## src/rtl/vm3_vic_pkg.sv

```systemverilog
// Shared constants for the VM3 vectored interrupt controller: FSM encodings,
// pass vector and the vector-field formatting helper.
package vm3_vic_pkg;

    localparam logic [1:0] ST_IDLE = 2'd0;
    localparam logic [1:0] ST_SEL  = 2'd1;
    localparam logic [1:0] ST_ACK  = 2'd2;
    localparam logic [1:0] ST_WAIT = 2'd3;

    localparam logic [15:0] VIC_PASS_VEC = 16'o000274;

    // A source supplies an 8-bit field; the CPU sees it as a word-aligned vector.
    function automatic logic [15:0] vic_vector(input logic [7:0] f);
        return {7'o000, f, 1'b0};
    endfunction

endpackage

```

## src/rtl/vm3_vic_prio.sv

```systemverilog
// Fixed-priority encoder: reports the lowest set index of pend and whether any bit is set.
module vm3_vic_prio #(
    parameter int N  = 8,
    parameter int IW = (N > 1) ? $clog2(N) : 1
) (
    input  logic [N-1:0]  pend,
    output logic [IW-1:0] idx,
    output logic          valid
);

    always_comb begin
        idx   = '0;
        valid = |pend;
        // Scanning downwards lets the lowest set index win.
        for (int unsigned i = N; i > 0; i--) begin
            if (pend[i-1]) idx = IW'(i - 1);
        end
    end

endmodule

```

## src/rtl/vm3_vic.sv

```systemverilog
// VM3 vectored interrupt controller: masks level requests, serves the vector fetch
// for the highest-priority pending source and exposes mask/pending over Wishbone.
module vm3_vic
    import vm3_vic_pkg::*;
#(
    parameter int          N_IRQ     = 8,
    parameter logic [15:0] MASK_INIT = 16'hFFFF,
    parameter logic [15:0] PASS_VEC  = VIC_PASS_VEC
) (
    input  logic               vm_clk_p,
    input  logic               vm_init,
    input  logic [N_IRQ-1:0]   irq_req,
    input  logic [8*N_IRQ-1:0] irq_vec,
    output logic [N_IRQ-1:0]   irq_ack,
    output logic               vm_virq,
    input  logic               wbi_stb_i,
    output logic [15:0]        wbi_dat_o,
    output logic               wbi_ack_o,
    input  logic               wbs_adr_i,
    input  logic [15:0]        wbs_dat_i,
    output logic [15:0]        wbs_dat_o,
    input  logic               wbs_cyc_i,
    input  logic               wbs_stb_i,
    input  logic               wbs_we_i,
    output logic               wbs_ack_o
);

    localparam int IW = (N_IRQ > 1) ? $clog2(N_IRQ) : 1;

    logic [1:0]       state;
    logic [N_IRQ-1:0] mask;
    logic [N_IRQ-1:0] pend;
    logic [IW-1:0]    win_idx;
    logic             win_valid;
    logic [15:0]      sel_vec;
    logic [N_IRQ-1:0] sel_onehot;
    logic             rd_lock;
    logic             wr_lock;

    assign pend = irq_req & mask;

    vm3_vic_prio #(
        .N  (N_IRQ),
        .IW (IW)
    ) u_prio (
        .pend  (pend),
        .idx   (win_idx),
        .valid (win_valid)
    );

    always_comb begin
        sel_onehot = '0;
        sel_vec    = PASS_VEC;
        if (win_valid) begin
            sel_onehot[win_idx] = 1'b1;
            sel_vec             = vic_vector(irq_vec[{win_idx, 3'b000} +: 8]);
        end
    end

    always_ff @(posedge vm_clk_p or posedge vm_init) begin
        if (vm_init) begin
            state     <= ST_IDLE;
            wbi_ack_o <= 1'b0;
            wbi_dat_o <= '0;
            irq_ack   <= '0;
            vm_virq   <= 1'b0;
        end else begin
            wbi_ack_o <= 1'b0;
            irq_ack   <= '0;
            // The acked source needs a cycle to drop its level before we re-request.
            vm_virq   <= (state == ST_IDLE) && (|pend) && !(|irq_ack);
            case (state)
                ST_IDLE: if (wbi_stb_i) state <= ST_SEL;
                ST_SEL: begin
                    if (!wbi_stb_i) begin
                        state <= ST_IDLE;
                    end else begin
                        state     <= ST_ACK;
                        wbi_ack_o <= 1'b1;
                        wbi_dat_o <= sel_vec;
                        irq_ack   <= sel_onehot;
                    end
                end
                ST_ACK:  state <= ST_WAIT;
                ST_WAIT: if (!wbi_stb_i) state <= ST_IDLE;
                default: state <= ST_IDLE;
            endcase
        end
    end

    // Lock flags make a strobe held across several cycles produce a single ack.
    always_ff @(posedge vm_clk_p or posedge vm_init) begin
        if (vm_init) begin
            mask      <= MASK_INIT[N_IRQ-1:0];
            wbs_ack_o <= 1'b0;
            wbs_dat_o <= '0;
            rd_lock   <= 1'b0;
            wr_lock   <= 1'b0;
        end else begin
            wbs_ack_o <= 1'b0;
            if (!wbs_cyc_i) begin
                rd_lock <= 1'b0;
                wr_lock <= 1'b0;
            end else if (wbs_stb_i) begin
                if (wbs_we_i && !wr_lock) begin
                    wr_lock   <= 1'b1;
                    wbs_ack_o <= 1'b1;
                    if (!wbs_adr_i) mask <= wbs_dat_i[N_IRQ-1:0];
                end else if (!wbs_we_i && !rd_lock) begin
                    rd_lock   <= 1'b1;
                    wbs_ack_o <= 1'b1;
                    wbs_dat_o <= wbs_adr_i ? 16'(pend) : 16'(mask);
                end
            end
        end
    end

endmodule

```

## config.mk

```make
export PLATFORM = sky130hd
export DESIGN_NAME = vm3_vic
export DESIGN_NICKNAME = d
export VERILOG_FILES = /design/src/rtl/vm3_vic_pkg.sv /design/src/rtl/vm3_vic_prio.sv /design/src/rtl/vm3_vic.sv
export SDC_FILE = /design/constraint.sdc
export NUM_CORES = 1
export LEC_CHECK = 0
export BUFFER_PORTS_ARGS = -buffer_cell sky130_fd_sc_hd__buf_2
export CAP_MARGIN = 10
export CELL_PAD_IN_SITES_DETAIL_PLACEMENT = 1
export CELL_PAD_IN_SITES_GLOBAL_PLACEMENT = 2
export CORE_ASPECT_RATIO = 0.75
export CORE_MARGIN = 8
export CORE_UTILIZATION = 22
export DETAILED_ROUTE_END_ITERATION = 10
export PLACE_DENSITY_LB_ADDON = 0.1
export RECOVER_POWER = 100
export SYNTH_ARGS = -nofsm -noshare
export SYNTH_HDL_FRONTEND = slang
export SYNTH_HIERARCHICAL = 1
export SYNTH_SLANG_ARGS = --single-unit
```

## constraint.sdc

```tcl
create_clock -name vm_clk_p -period 2.6 [get_ports vm_clk_p]
set_clock_uncertainty 0.2 [all_clocks]
set_input_delay 0.26 -clock vm_clk_p [delete_from_list [all_inputs] [get_ports vm_clk_p]]
set_output_delay 0.26 -clock vm_clk_p [all_outputs]
set_load 0.03 [all_outputs]
```

==> results by stage <==
Outcome:
- The flow ran to the end, but the final reports show violations.
- The checks that failed: capacitance limit, slew limit.

Logic synthesis:
- The mapped cell area is 2270 sq um.
- The cell accounting for the most synthesized area is sky130_fd_sc_hd__dfrtp_1.
- By area the synthesized netlist is led by sky130_fd_sc_hd__dfrtp_1, sky130_fd_sc_hd__dfstp_2, sky130_fd_sc_hd__mux2_2, sky130_fd_sc_hd__mux2i_1, sky130_fd_sc_hd__buf_4.
- Counting flops with a built-in enable in the synthesized netlist gives 0.
- For this run, asynchronously set or reset flops after synthesis account for 1.00.
- The post-synthesis register bit count is 39.
- The instance count of the mapped netlist is 209.
- In the synthesized netlist the dominant register cell turns out to be sky130_fd_sc_hd__dfrtp_1.
- For this run, the register share of the synthesized area comes to 0.435.
- Of the post-synthesis cell area, the dominant cell type holds 0.342.
- The mean post-synth cell area is approximately 11 sq um.
- During synthesis, Yosys emitted a total of 6 warnings.
- The unique cell type count in the Yosys netlist is 39.

Worst hold path:
- In this run the worst hold path is classified as input pin to flop.
- Counting instances, the worst hold path has a depth of 2.

Detailed routing:
- The first-pass iteration count of the detailed router is 2.
- The routed design has 7850 um of wire.
- The number of DRC violations after detailed routing is 0.
- Once detail routing completed, the nets flagged for antenna violations numbered 0.
- In this run, the number of DRC markers left after iteration 0 of detailed routing was 67.
- The final route contains roughly 2.0k vias.
- The average vias per placed instance is about 4.3.
- In the final routed layout, each cell accounts on average for approximately 17 um.

Final layout:
- The total inserted antenna cells is 0.
- The area added between synthesis and finish is 37.8%.
- In the layout the commonest cells are sky130_fd_sc_hd__buf_2, sky130_fd_sc_hd__dfrtp_1, sky130_fd_sc_hd__clkbuf_1.
- The final layout contains 426 nets.
- The share of cells above drive strength 1 is 0.425.
- The library cell used most frequently in the layout, excluding fill and tap cells, is sky130_fd_sc_hd__buf_2.
- The number of standard cells in the final layout excluding fillers is 468.
- Summing all non-filler instances in the final layout gives an area of roughly 3100 sq um.

STA:
- The timing-limited maximum frequency is a little under 0.4 GHz.
- The tightest hold path in the finished design has a slack of between 0.01 and 0.015 ns.
- Setup violations remaining at the end of the flow were counted as 0.
- Setup slack closes at 0.0582 ns.
- The max-slew violation count is 40.
- The number of hold violations in the final report is 0.
- After layout, the minimum clock period comes to approximately 2.5 ns.
- Setup repair after global routing could not meet its margin everywhere.
- In the finished design, the share of the clock period the worst path needs comes to 0.978.
- For the pin with the worst max-slew slack, the measured transition is 1.65 ns.
- Headroom to the max-slew limit came out at -0.0987.

Clocking:
- The H-tree was split into 2 levels.
- The cts-stage hold buffer count is 0.
- The clock latency of the later-clocked register in the worst-skew pair is 0.28 ns.
- Buffers inserted during clock tree synthesis total 5.
- CTS saw 39 sinks.
- The post-CTS setup-driven buffer insertion count is 0.
- The register clock-pin slew on the reported worst setup and hold paths is 0.06 ns.
- The CTS tree is done.
- Clock tree synthesis selected as its root buffer the cell sky130_fd_sc_hd__clkbuf_16.
- The longest clock path from root to sink contains 2 buffers.

Pwr:
- Dividing total power by cell area gives a power density of 859 nW/um^2.
- The sum of internal, switching and leakage power is 2.68 mW.
- In this run the static leakage power is 1.43 nW.
- Across the VDD grid, the largest voltage drop is 0.214 mV.

Floorplan:
- Row generation in the floorplan step produced 32 rows.
- The die span in y is 104 um.
- For this configuration, the core starts out at a cell density of 0.223.
- The width of the chip is 133 um.
- The placeable core area is around 10000 sq um.
- The die covers about 14000 sq um.
- Pin placement for this block handled around 140 I/O pins.

Global route:
- The first-pass GRT wire length is 12700 um.
- The number of global-route vias before repair is approximately 2.4k.
- Entering global routing, the biggest net connects 40 pins.
- The overall fraction of global-route tracks in use is 0.114.
- The number of antenna violations at the first check in global routing is 0.
- The total congestion overflow after global routing is 0.

Placed design:
- After detailed placement, the design holds a cell count of 460.
- Detailed placement ended at an HPWL of between 6000 and 7000 um.
- The placed instances occupy a cell area of roughly 3000 sq um.
- At the placement stage, the worst setup path has a slack of -0.121 ns.
- Routability-driven placement finished with a final weighted congestion of 0.664.
- Buffers placed on the I/O ports in this run total 113.

Setup path:
- The cell with the largest stage delay on the worst path is sky130_fd_sc_hd__dfstp_2.
- The highest net fanout along the worst path is 13.
- The type of the worst setup path is flop to flop.
- STA puts the critical path data required time at 2.57 ns.
- The cell depth of the worst setup path is 7.
- The worst-case reg-to-reg path depth is 7.
- The arrival time at the worst endpoint is 2.51 ns.
- Traced cell by cell, the critical path runs through and2_4 > a21oi_2 > o41ai_4 > buf_12 > mux2_2 > mux4_2 > a22o_1.
- STA classifies the critical path startpoint as a flop.
- The largest stage delay on the critical path is 0.53 ns.
- STA classifies the critical path endpoint as a flop.
- The category of cells accounting for the largest share of critical-path delay is multiplexers.
- The number of buffers and inverters on the critical path is 1.

Run:
- The count of max-cap constraint violations is 1.
-- synthesized netlist by cell type, types with 3 or more instances --
library cell,n
sky130_fd_sc_hd__mux2_2,18
sky130_fd_sc_hd__nor4_1,3
sky130_fd_sc_hd__clkbuf_1,3
sky130_fd_sc_hd__inv_1,3
sky130_fd_sc_hd__nand2_1,13
sky130_fd_sc_hd__and2_1,8
sky130_fd_sc_hd__o32a_1,5
sky130_fd_sc_hd__nor3_1,4
sky130_fd_sc_hd__o21ai_0,18
sky130_fd_sc_hd__mux2_4,3
sky130_fd_sc_hd__o22ai_1,10
sky130_fd_sc_hd__mux2i_1,20
sky130_fd_sc_hd__mux4_2,3
sky130_fd_sc_hd__nor2b_1,4
sky130_fd_sc_hd__a22o_1,3
sky130_fd_sc_hd__dfstp_2,8
sky130_fd_sc_hd__nor2_1,11
sky130_fd_sc_hd__buf_4,16
sky130_fd_sc_hd__dfrtp_1,31
-- routing by layer --
metal  vias to the layer above  track usage  part of all wire
met5                         -            0                 0
met1                       985        0.149              0.47
met4                         0       0.0360             0.013
met2                        60        0.177              0.47
li1                        976            -                 -
met3                         8       0.0352             0.054
-- kinds of logic after synthesis --
group | Yosys count | share of synthesized area
multiplexers | 44 | 0.227
flip-flops | 39 | 0.435
AND/OR/NAND/NOR | 54 | 0.131
other | 1 | 0.00165
buffers and inverters | 27 | 0.0790
AO/OA/AOI/OAI | 44 | 0.125
-- cell type report --
class | count | area, sq um
clock buffer | 8 | 136
fill | 1212 | 7050
inverter | 4 | 15.0
multi-input combinational | 158 | 1190
sequential | 39 | 986
tap | 136 | 170
timing repair buffer | 123 | 623
-- final timing paths --
kind | to | slack [ns] | start
worst max register to register | wbi_dat_o[6]$_DFFE_PP0P_ | 0.06 | mask[7]$_DFFE_PP1P_
worst max-delay path | wbi_dat_o[6]$_DFFE_PP0P_ | 0.06 | mask[7]$_DFFE_PP1P_
worst min register to register | wbs_dat_o[1]$_DFFE_PP0P_ | 0.28 | wbs_dat_o[1]$_DFFE_PP0P_
min in group asynchronous | wbi_ack_o$_DFF_PP0_ | 0.29 | vm_init
worst min-delay path | mask[7]$_DFFE_PP1P_ | 0.01 | wbs_dat_i[7]
max in group asynchronous | wbs_dat_o[2]$_DFFE_PP0P_ | 0.96 | vm_init
-- per-stage QoR --
step            util  TNS (ns)
2_1_floorplan      -         0
3_3_place_gp   0.295    -0.321
3_5_place_dp   0.295    -0.537
4_1_cts        0.310         0
5_1_grt        0.307    -0.199
6_report       0.307         0
-- report_power, final --
part	internal, mW	switching (mW)	total (mW)	leakage, nW
clock	0.357	0.238	0.595	0.0652
sequential	0.781	0.0955	0.877	0.479
combinational	0.502	0.708	1.21	0.889
total	1.64	1.04	2.68	1.43
-- state kept, by name (all words and copies together) (netlist names), named ones only --
| signal | cells |
|---|---|
| mask | 8 |
| wr_lock | 1 |
| wbi_dat_o | 8 |
| wbs_dat_o | 8 |
| irq_ack | 8 |
| wbs_ack_o | 1 |
| rd_lock | 1 |
| state | 1 |
| vm_virq | 1 |
| wbi_ack_o | 1 |
-- timing repair --
item	CTS	global route
endpoints found under the setup margin	8	8
resized for setup	5	5
endpoints found under the hold margin	0	0
gates cloned	0	0
Note: power is estimated with default switching activity, not from simulation.
